<file path="src/rtl/seg7_card_reader_pkg.sv">
// Shared definitions for the 7-segment card reader: segment glyphs (abcdefg, a = MSB),
// decoded digit codes and the capture FSM state encoding.
package seg7_card_reader_pkg;

  localparam logic [6:0] SEG_0     = 7'b1111110;
  localparam logic [6:0] SEG_1     = 7'b0110000;
  localparam logic [6:0] SEG_2     = 7'b1101101;
  localparam logic [6:0] SEG_3     = 7'b1111001;
  localparam logic [6:0] SEG_4     = 7'b0110011;
  localparam logic [6:0] SEG_5     = 7'b1011011;
  localparam logic [6:0] SEG_6     = 7'b1011111;
  localparam logic [6:0] SEG_7     = 7'b1110000;
  localparam logic [6:0] SEG_8     = 7'b1111111;
  localparam logic [6:0] SEG_9     = 7'b1111011;
  localparam logic [6:0] SEG_BLANK = 7'b0000000;

  localparam logic [3:0] DIG_BLANK = 4'hF;
  localparam logic [3:0] DIG_INV   = 4'hE;

  typedef enum logic [1:0] {
    IDLE   = 2'd0,
    SETTLE = 2'd1,
    REPORT = 2'd2
  } state_t;

endpackage

</file>
<file path="src/rtl/seg7_card_reader_decoder.sv">
// Combinational glyph decoder: one 7-segment pattern to BCD, blank to DIG_BLANK,
// anything unrecognised to DIG_INV.
module seg7_decoder
  import seg7_card_reader_pkg::*;
(
  input  logic [6:0] glyph,
  output logic [3:0] code
);

  always_comb begin
    code = DIG_INV;
    case (glyph)
      SEG_0:     code = 4'd0;
      SEG_1:     code = 4'd1;
      SEG_2:     code = 4'd2;
      SEG_3:     code = 4'd3;
      SEG_4:     code = 4'd4;
      SEG_5:     code = 4'd5;
      SEG_6:     code = 4'd6;
      SEG_7:     code = 4'd7;
      SEG_8:     code = 4'd8;
      SEG_9:     code = 4'd9;
      SEG_BLANK: code = DIG_BLANK;
      default:   code = DIG_INV;
    endcase
  end

endmodule

</file>
<file path="src/rtl/seg7_card_reader.sv">
// Receive side of the three-digit card-number display: debounces the segment lines until
// stable for STABLE_CYCLES clocks, then reports the decoded digits with a one-cycle valid.
module seg7_card_reader
  import seg7_card_reader_pkg::*;
#(
  parameter int STABLE_CYCLES = 4,
  parameter int CNT_W         = 8
) (
  input  logic             clock,
  input  logic             reset,
  input  logic [20:0]      seg_in,
  output logic [3:0]       digit1,
  output logic [3:0]       digit2,
  output logic [3:0]       digit3,
  output logic             valid,
  output logic             err,
  output logic [CNT_W-1:0] capture_cnt
);

  localparam logic [7:0]       STABLE_Q = 8'(STABLE_CYCLES);
  localparam logic [CNT_W-1:0] CAP_ONE  = CNT_W'(1);

  state_t      state, state_next;
  logic [20:0] samp_q, cand_q, cap_q, cand_next;
  logic [7:0]  cnt, cnt_next;
  logic        enter_report;
  logic [3:0]  dec1, dec2, dec3;

  seg7_decoder u_dec1 (.glyph(cand_q[20:14]), .code(dec1));
  seg7_decoder u_dec2 (.glyph(cand_q[13:7]),  .code(dec2));
  seg7_decoder u_dec3 (.glyph(cand_q[6:0]),   .code(dec3));

  // cand_q tracks the pattern being qualified; a return to the last reported
  // pattern (cap_q) during settling is a glitch and abandons the attempt.
  always_comb begin
    state_next   = state;
    cand_next    = cand_q;
    cnt_next     = cnt;
    enter_report = 1'b0;
    case (state)
      IDLE: begin
        if (samp_q != cap_q) begin
          state_next = SETTLE;
          cand_next  = samp_q;
          cnt_next   = 8'd1;
        end
      end
      SETTLE: begin
        if (samp_q != cand_q) begin
          if (samp_q == cap_q) begin
            state_next = IDLE;
          end else begin
            cand_next = samp_q;
            cnt_next  = 8'd1;
          end
        end else if (cnt == STABLE_Q) begin
          state_next   = REPORT;
          enter_report = 1'b1;
        end else begin
          cnt_next = cnt + 8'd1;
        end
      end
      REPORT: begin
        state_next = IDLE;
      end
      default: begin
        state_next = IDLE;
      end
    endcase
  end

  always_ff @(posedge clock) begin
    if (reset) begin
      state       <= IDLE;
      samp_q      <= '0;
      cand_q      <= '0;
      cap_q       <= '0;
      cnt         <= '0;
      digit1      <= DIG_BLANK;
      digit2      <= DIG_BLANK;
      digit3      <= DIG_BLANK;
      valid       <= 1'b0;
      err         <= 1'b0;
      capture_cnt <= '0;
    end else begin
      samp_q <= seg_in;
      state  <= state_next;
      cand_q <= cand_next;
      cnt    <= cnt_next;
      valid  <= enter_report;
      // Outputs are captured on the edge that enters REPORT and hold until the next one.
      if (enter_report) begin
        cap_q       <= cand_q;
        digit1      <= dec1;
        digit2      <= dec2;
        digit3      <= dec3;
        err         <= (dec1 == DIG_INV) || (dec2 == DIG_INV) || (dec3 == DIG_INV);
        capture_cnt <= capture_cnt + CAP_ONE;
      end
    end
  end

endmodule

</file>
<file path="config.mk">
export PLATFORM = sky130hd
export DESIGN_NAME = seg7_card_reader
export DESIGN_NICKNAME = d
export VERILOG_FILES = /design/src/rtl/seg7_card_reader_pkg.sv /design/src/rtl/seg7_card_reader_decoder.sv /design/src/rtl/seg7_card_reader.sv
export SDC_FILE = /design/constraint.sdc
export NUM_CORES = 1
export LEC_CHECK = 0
export ABC_AREA = 1
export BUFFER_PORTS_ARGS = -buffer_cell sky130_fd_sc_hd__clkbuf_2
export CORE_ASPECT_RATIO = 2
export CORE_UTILIZATION = 30
export CTS_BUF_LIST = sky130_fd_sc_hd__clkbuf_4 sky130_fd_sc_hd__clkbuf_8 sky130_fd_sc_hd__clkbuf_16
export DETAILED_ROUTE_END_ITERATION = 16
export PLACE_DENSITY = 0.45
export REMOVE_ABC_BUFFERS = 1
export SYNTH_ARGS = -nofsm -noshare
export SYNTH_HDL_FRONTEND = slang
export SYNTH_SLANG_ARGS = --single-unit
</file>
<file path="constraint.sdc">
create_clock -name clock -period 1.5 [get_ports clock]
set_input_delay 0.075 -clock clock [delete_from_list [all_inputs] [get_ports clock]]
set_output_delay 0.075 -clock clock [all_outputs]
set_load 0.02 [all_outputs]
</file>
; ---- Yosys cells after proc, flatten, opt, wreduce, memory -nomap -nowiden
; Cells that the tools add are included.
[word_totals]
regBits = 95
input_bits = 23
output_inout_bits = 22
elab_cells = 88
[op_classes]
addsub = 2
eq_ne = 45
n_mux = 20
reduce_logical = 10
[op_table]
columns = op, n
row1 = == test 7 bit (second input constant), 24
row2 = one-hot mux 4 bit (11 select lines), 3
row3 = two-way mux 21 bit, 3
row4 = == test 7 x 6 -> 1 bit (second input constant), 6
row5 = inequality test 21 bit, 2
row6 = one-hot mux 21 bit (2 select lines), 1
row7 = two-way mux 8 bit, 4
row8 = == test 21 bit, 1
row9 = zero test 7 bit, 3
row10 = adder 8 x 1 -> 8 bit (second input constant), 2
row11 = one-hot mux 8 bit (2 select lines), 1
row12 = == test 4 bit (second input constant), 3
row13 = inequality test 3 bit (second input constant), 4
row14 = == test 8 x 3 -> 1 bit (second input constant), 1
row15 = two-way mux 2 bit, 4
row16 = AND reduction 4 bit, 2
row17 = inequality test 2 bit (second input constant), 3
row18 = one-hot mux 2 bit (2 select lines), 1
row19 = two-way mux 1 bit, 3
row20 = AND reduction 3 bit, 1
row21 = == test 2 x 1 -> 1 bit (second input constant), 1
row22 = zero test 2 bit, 1
row23 = logical OR 1 bit, 2
row24 = nonzero test 2 bit, 1

; ---- Logic depth before layout (Yosys ltp)
[depth]
word_depth = 5
mapped_depth = 15
depth_no_buf = 13

; ---- Cells and area by module
; Synthesis repeated with hierarchy kept, for this count alone.
[unflattened]
cells_unflattened = 795
area_unflattened_um2 = 5124.9
[modules_own_cells]
columns = mod, n_inst, cells_per_inst, area_each_um2, seq_area_each_um2
row1 = seg7_card_reader, 1, 639, 4389.2, 1901.8
row2 = seg7_decoder, 3, 52, 245.2, 0.0

; ---- Least setup slack after synthesis
; No wires, ideal clock.
[synth_path]
path_kind = register to register
startpoint = register cand_q[20]
endpoint = register digit1[0]
setup_ns = 0.123
t_arrival_ns = 1.509
required_ns = 1.377
path_slack_ns = -0.133
path_stages_with_launch = 15
n_path_buf = 2
synth_period_minus_slack_ns = 1.633
path_cell_list = dfxtp_1 buf_4 inv_2 nand2_1 and2_1 nand2_1 nor2_1 nand2_2 inv_2 nand2_2 nor2_4 nand2_2 buf_2 nand2_1 nand3_1
[synth_via]
elab_chain_cells = 3
word_cells_on_any_way = 15
classes_between = 11 x eq/ne / 3 x mux / 1 x reduce/logical
[synth_lines]
columns = element, line_no
row1 = start: declaration, seg7_card_reader.sv:24  ; logic [20:0] samp_q, cand_q, cap_q, cand_next;
row2 = start signal: assignment, seg7_card_reader.sv:88  ; cand_q <= cand_next;
row3 = inequality test 21 bit, seg7_card_reader.sv:49  ; if (samp_q != cand_q) begin
row4 = two-way mux 1 bit, seg7_card_reader.sv:49
row5 = two-way mux 1 bit, seg7_card_reader.sv:40  ; case (state)
row6 = end signal: assignment, seg7_card_reader.sv:79  ; digit1 <= DIG_BLANK;
row7 = end signal: assignment, seg7_card_reader.sv:94  ; digit1 <= dec1;
row8 = end: declaration, seg7_card_reader.sv:12  ; output logic [3:0] digit1,
; Several ways; a longest one is shown, not always the timed one.
; A chain may end at the register's enable or synchronous reset.

; ---- Worst setup path after layout
[layout_path]
startpoint = register samp_q[15]
endpoint = register digit3[3]
[layout_via]
elab_chain_cells = 3
[layout_lines]
columns = element, line_no
row1 = start: declaration, seg7_card_reader.sv:24
row2 = start signal: assignment, seg7_card_reader.sv:86  ; samp_q <= seg_in;
row3 = inequality test 21 bit, seg7_card_reader.sv:49
row4 = two-way mux 1 bit, seg7_card_reader.sv:49
row5 = two-way mux 1 bit, seg7_card_reader.sv:40
row6 = end signal: assignment, seg7_card_reader.sv:81  ; digit3 <= DIG_BLANK;
row7 = end signal: assignment, seg7_card_reader.sv:96  ; digit3 <= dec3;
row8 = end: declaration, seg7_card_reader.sv:14  ; output logic [3:0] digit3,
; Every way passes these cells.

==> results.tsv <==
stage	metric	value	unit
timing	max_freq	548.3	MHz
die	core	0.01685	sq mm
placed_design	place_ws	-0.4291	ns
routing	dr.pass1.iters	4	
clock_tree	numCtsBuffers	9	
global_routing	grt_max_degree	35	
timing	report.final.hold_viol_count	0	
die	io_pins	45	
pwr	irDropWorstVdd	0.4875	mV
clock_tree	clock_latency	0.36	ns
timing	finalSetupViolations	74	
timing	period_needed	1.824	ns
routing	wl_per_cell	13.57	um
yosys	syn_inst	812	
yosys	synthXorXnorAreaFrac	2.354	%
timing	setup_ws	-0.3239	ns
worst_hold_path	min_from	reset	
pwr	seq_power_share	45.9	%
yosys	synth_top_family_by_area	simple AND/OR/NAND/NOR gates	
setup_path	cp-startpoint	samp_q[15]$_SDFF_PP0_	
setup_path	crit_path_end_kind	flop	
layout	layout.cells.non_filler	1213	
timing	relSlewSlack	76.12	%
timing	skew	0.008106	ns
yosys	synth_mux_area_share	0	%
yosys	syn_area_per_cell	6.415	sq um
global_routing	antenna_found_initial	0	
die	rows	67	
routing	drtIter0Drc	109	
timing	rsz0062_at_grt	yes	
layout	drive_gt1_share	36.88	%
clock_tree	cts.sinks	95	
placed_design	gp_congestion	0.8300	
setup_path	slowest_delay	0.37	ns
layout	multi_input_area	0.003069	sq mm
placed_design	dp_hpwl	11.64	mm
yosys	synthAdderAreaFrac	0.7206	%
pwr	p_leak	3.567	nW
layout	diodes	0	
global_routing	grt.total_usage	19.52	%
global_routing	grt_pass1_wl	26.55	mm
placed_design	numPortBuffers	44	
layout	fillCellCount	1817	
setup_path	rr_startpoint	samp_q[15]$_SDFF_PP0_	
pwr	p_comb_share	12.6	%
yosys	ys_types	36	
global_routing	first_global_vias	5585	
setup_path	crit_fanout	8	
timing	final.period_utilization	121.6	%
setup_path	cp-start-kind	flop	
layout	syn_to_final_growth	49.24	%
setup_path	cp_top_family	simple AND/OR/NAND/NOR gates	
die	die_area	0.01793	sq mm
routing	vias_per_cell	4.542	
setup_path	arrival	2.07	ns
yosys	synth_area	0.005209	sq mm
worst_hold_path	min_path_type	in2reg	
die	dieHeight	188.3	um
timing	setup-tns-final	-19.13	ns
yosys	yosysSeqAreaShare	36.51	%
pwr	switching_share	25.80	%
pwr	internal_power	4.267	mW
layout	ff_latch_area	0.001964	sq mm
timing	drv_slew	0	
placed_design	place_inst	1158	
outcome	run_status	finished with violations	
global_routing	grt-ovfl-total	0	
routing	drc	0	
yosys	ys_seq_elements	95	
pwr	clkPwrFrac	41.5	%
yosys	netlist.top_cell.by_area	dfxtp_1	
routing	wirelength	16.46	mm
timing	worst_slew_pin_slew	0.3578	ns
setup_path	worstPathCellList	inv_2 -> nand2_2 -> nand2_2 -> nand2_1 -> nor2_1 -> nand3_2 -> nor2_4 -> nand2_4 -> nor2_4 -> buf_6 -> nand2_8 -> buf_12 -> a21oi_2 -> o21ai_1	
setup_path	required	1.75	ns
pwr	power_density	739.8	mW/mm^2
yosys	ys_warn_count	0	
yosys	synth-simple-area-share	41.05	%
layout	final_util	46.14	%
layout	nets	1027	
layout	final_cell_area	0.007774	sq mm
setup_path	crit_buf_inv	3	
yosys	synth_compound_area_share	7.062	%
yosys	synth.area.top_cells	dfxtp_1, nand2_1, nor2_1	
setup_path	slowest_stage	dfxtp_4	
clock_tree	path_clk_slew	0.07	ns
routing	antenna_left	0	
clock_tree	ctsHtreeMaxLevel	3	
yosys	synth_top_area_share	36.51	%
setup_path	critPathKind	reg2reg	
clock_tree	cts_tree	built	
pwr	power.switching	1.484	mW
placed_design	placed_area	0.006469	sq mm
outcome	violations	setup timing	
die	fp.dieW	95.18	um
clock_tree	root_buffer	clkbuf_16	
routing	vias	5509	
run	maxCapViolCount	0	
clock_tree	clock_path_buffers	2	
die	start_util	30.91	%
worst min-delay path, stage by stage:
cell and delay (ns):
clkbuf_2 0.12, buf_4 0.20, nor2_1 0.06
worst paths after layout:
| path | end | slack, ns | depth (start not counted) |
|---|---|---|---|
| setup / recovery | digit3[3]$_SDFFE_PP1P_ | -0.32 | 14 |
| hold / removal | samp_q[7]$_SDFF_PP0_ | 0.13 | 3 |
| setup reg to reg | digit3[3]$_SDFFE_PP1P_ | -0.32 | 14 |
| hold reg to reg | cap_q[18]$_SDFFE_PP0P_ | 0.48 | 2 |
state kept, by name, summed over array words and instances, names as in the netlist, 2 cells and up:
register	cells
cand_q	21
cap_q	21
samp_q	21
capture_cnt	8
cnt	8
digit1	4
digit2	4
digit3	4
state	2
final cells by class:
| cell class | instances | area share [%] |
|---|---|---|
| multi-input cells | 574 | 39.48 |
| clock inverters | 5 | 0.7404 |
| flip-flops and latches | 95 | 25.27 |
| inverters | 110 | 5.553 |
| repair buffers | 211 | 22.45 |
| clock buffers | 11 | 3.171 |
| well taps | 207 | 3.332 |
cells by family (layout without fill, tap and decap cells):
| family | after synthesis | after routing |
|---|---|---|
| flip-flops | 95 | 95 |
| buffers and inverters | 144 | 337 |
| AO/OA/AOI/OAI | 69 | 69 |
| adder cells (fa/ha/maj) | 3 | 3 |
| AND/OR/NAND/NOR | 487 | 488 |
| XOR/XNOR | 14 | 14 |
metrics by stage:
step / power, mW / hold WS [ns]
after detailed placement: 3.315 / 0.2722
final: 5.751 / 0.1315
after floorplan: 2.977 / 0.1374
after global routing: 6.034 / 0.1598
after CTS: 5.811 / 0.1208
after global placement: 3.313 / 0.2677
layout by cell type, fill, tap and decap left out, types with 22 or more instances in the layout:
master and instances:
nand2_1 206, buf_4 122, nor2_1 96, inv_1 86, nand3_1 60, dfxtp_1 59
clkbuf_2 44, dfxtp_2 29, a21oi_1 26, inv_2 22
power by group through the flow:
stage / clock network, mW / logic, mW / registers, mW
floorplan: 0 / 0.283 / 2.69
global placement: 0 / 0.619 / 2.69
detailed placement: 0 / 0.620 / 2.69
CTS: 2.47 / 0.696 / 2.64
global route: 2.58 / 0.808 / 2.65
finish: 2.38 / 0.726 / 2.64
cell usage after synthesis (all sizes together):
| cell | instances |
|---|---|
| or2 | 1 |
| buf | 23 |
| nand3 | 75 |
| nor4 | 1 |
| nor3b | 1 |
| dfxtp | 95 |
| and3 | 1 |
| clkbuf | 11 |
| nand2 | 232 |
| nand3b | 2 |
| o2111ai | 1 |
| xor2 | 7 |
| nand4 | 19 |
| inv | 110 |
| nor2 | 135 |
| a21oi | 42 |
| and2 | 3 |
| xnor2 | 7 |
| ha | 3 |
| nor3 | 17 |
| o21ai | 26 |
routing by layer:
metal  GRT usage, %  wire, um
met1          18.47      6054
met2          39.26      9596
met3          2.542       253
met4          8.450       553
met5              0         0
what timing repair did:
action | in CTS | in global routing
endpoints found under the setup margin | 73 | 74
pin swaps | 17 | 24
gates cloned | 5 | 2
hold buffers | 21 | 0
hold endpoints to repair | 21 | 0
resized for setup | 94 | 106
buffers inserted | 8 | 6
Note: power is estimated with default switching activity, not from simulation.
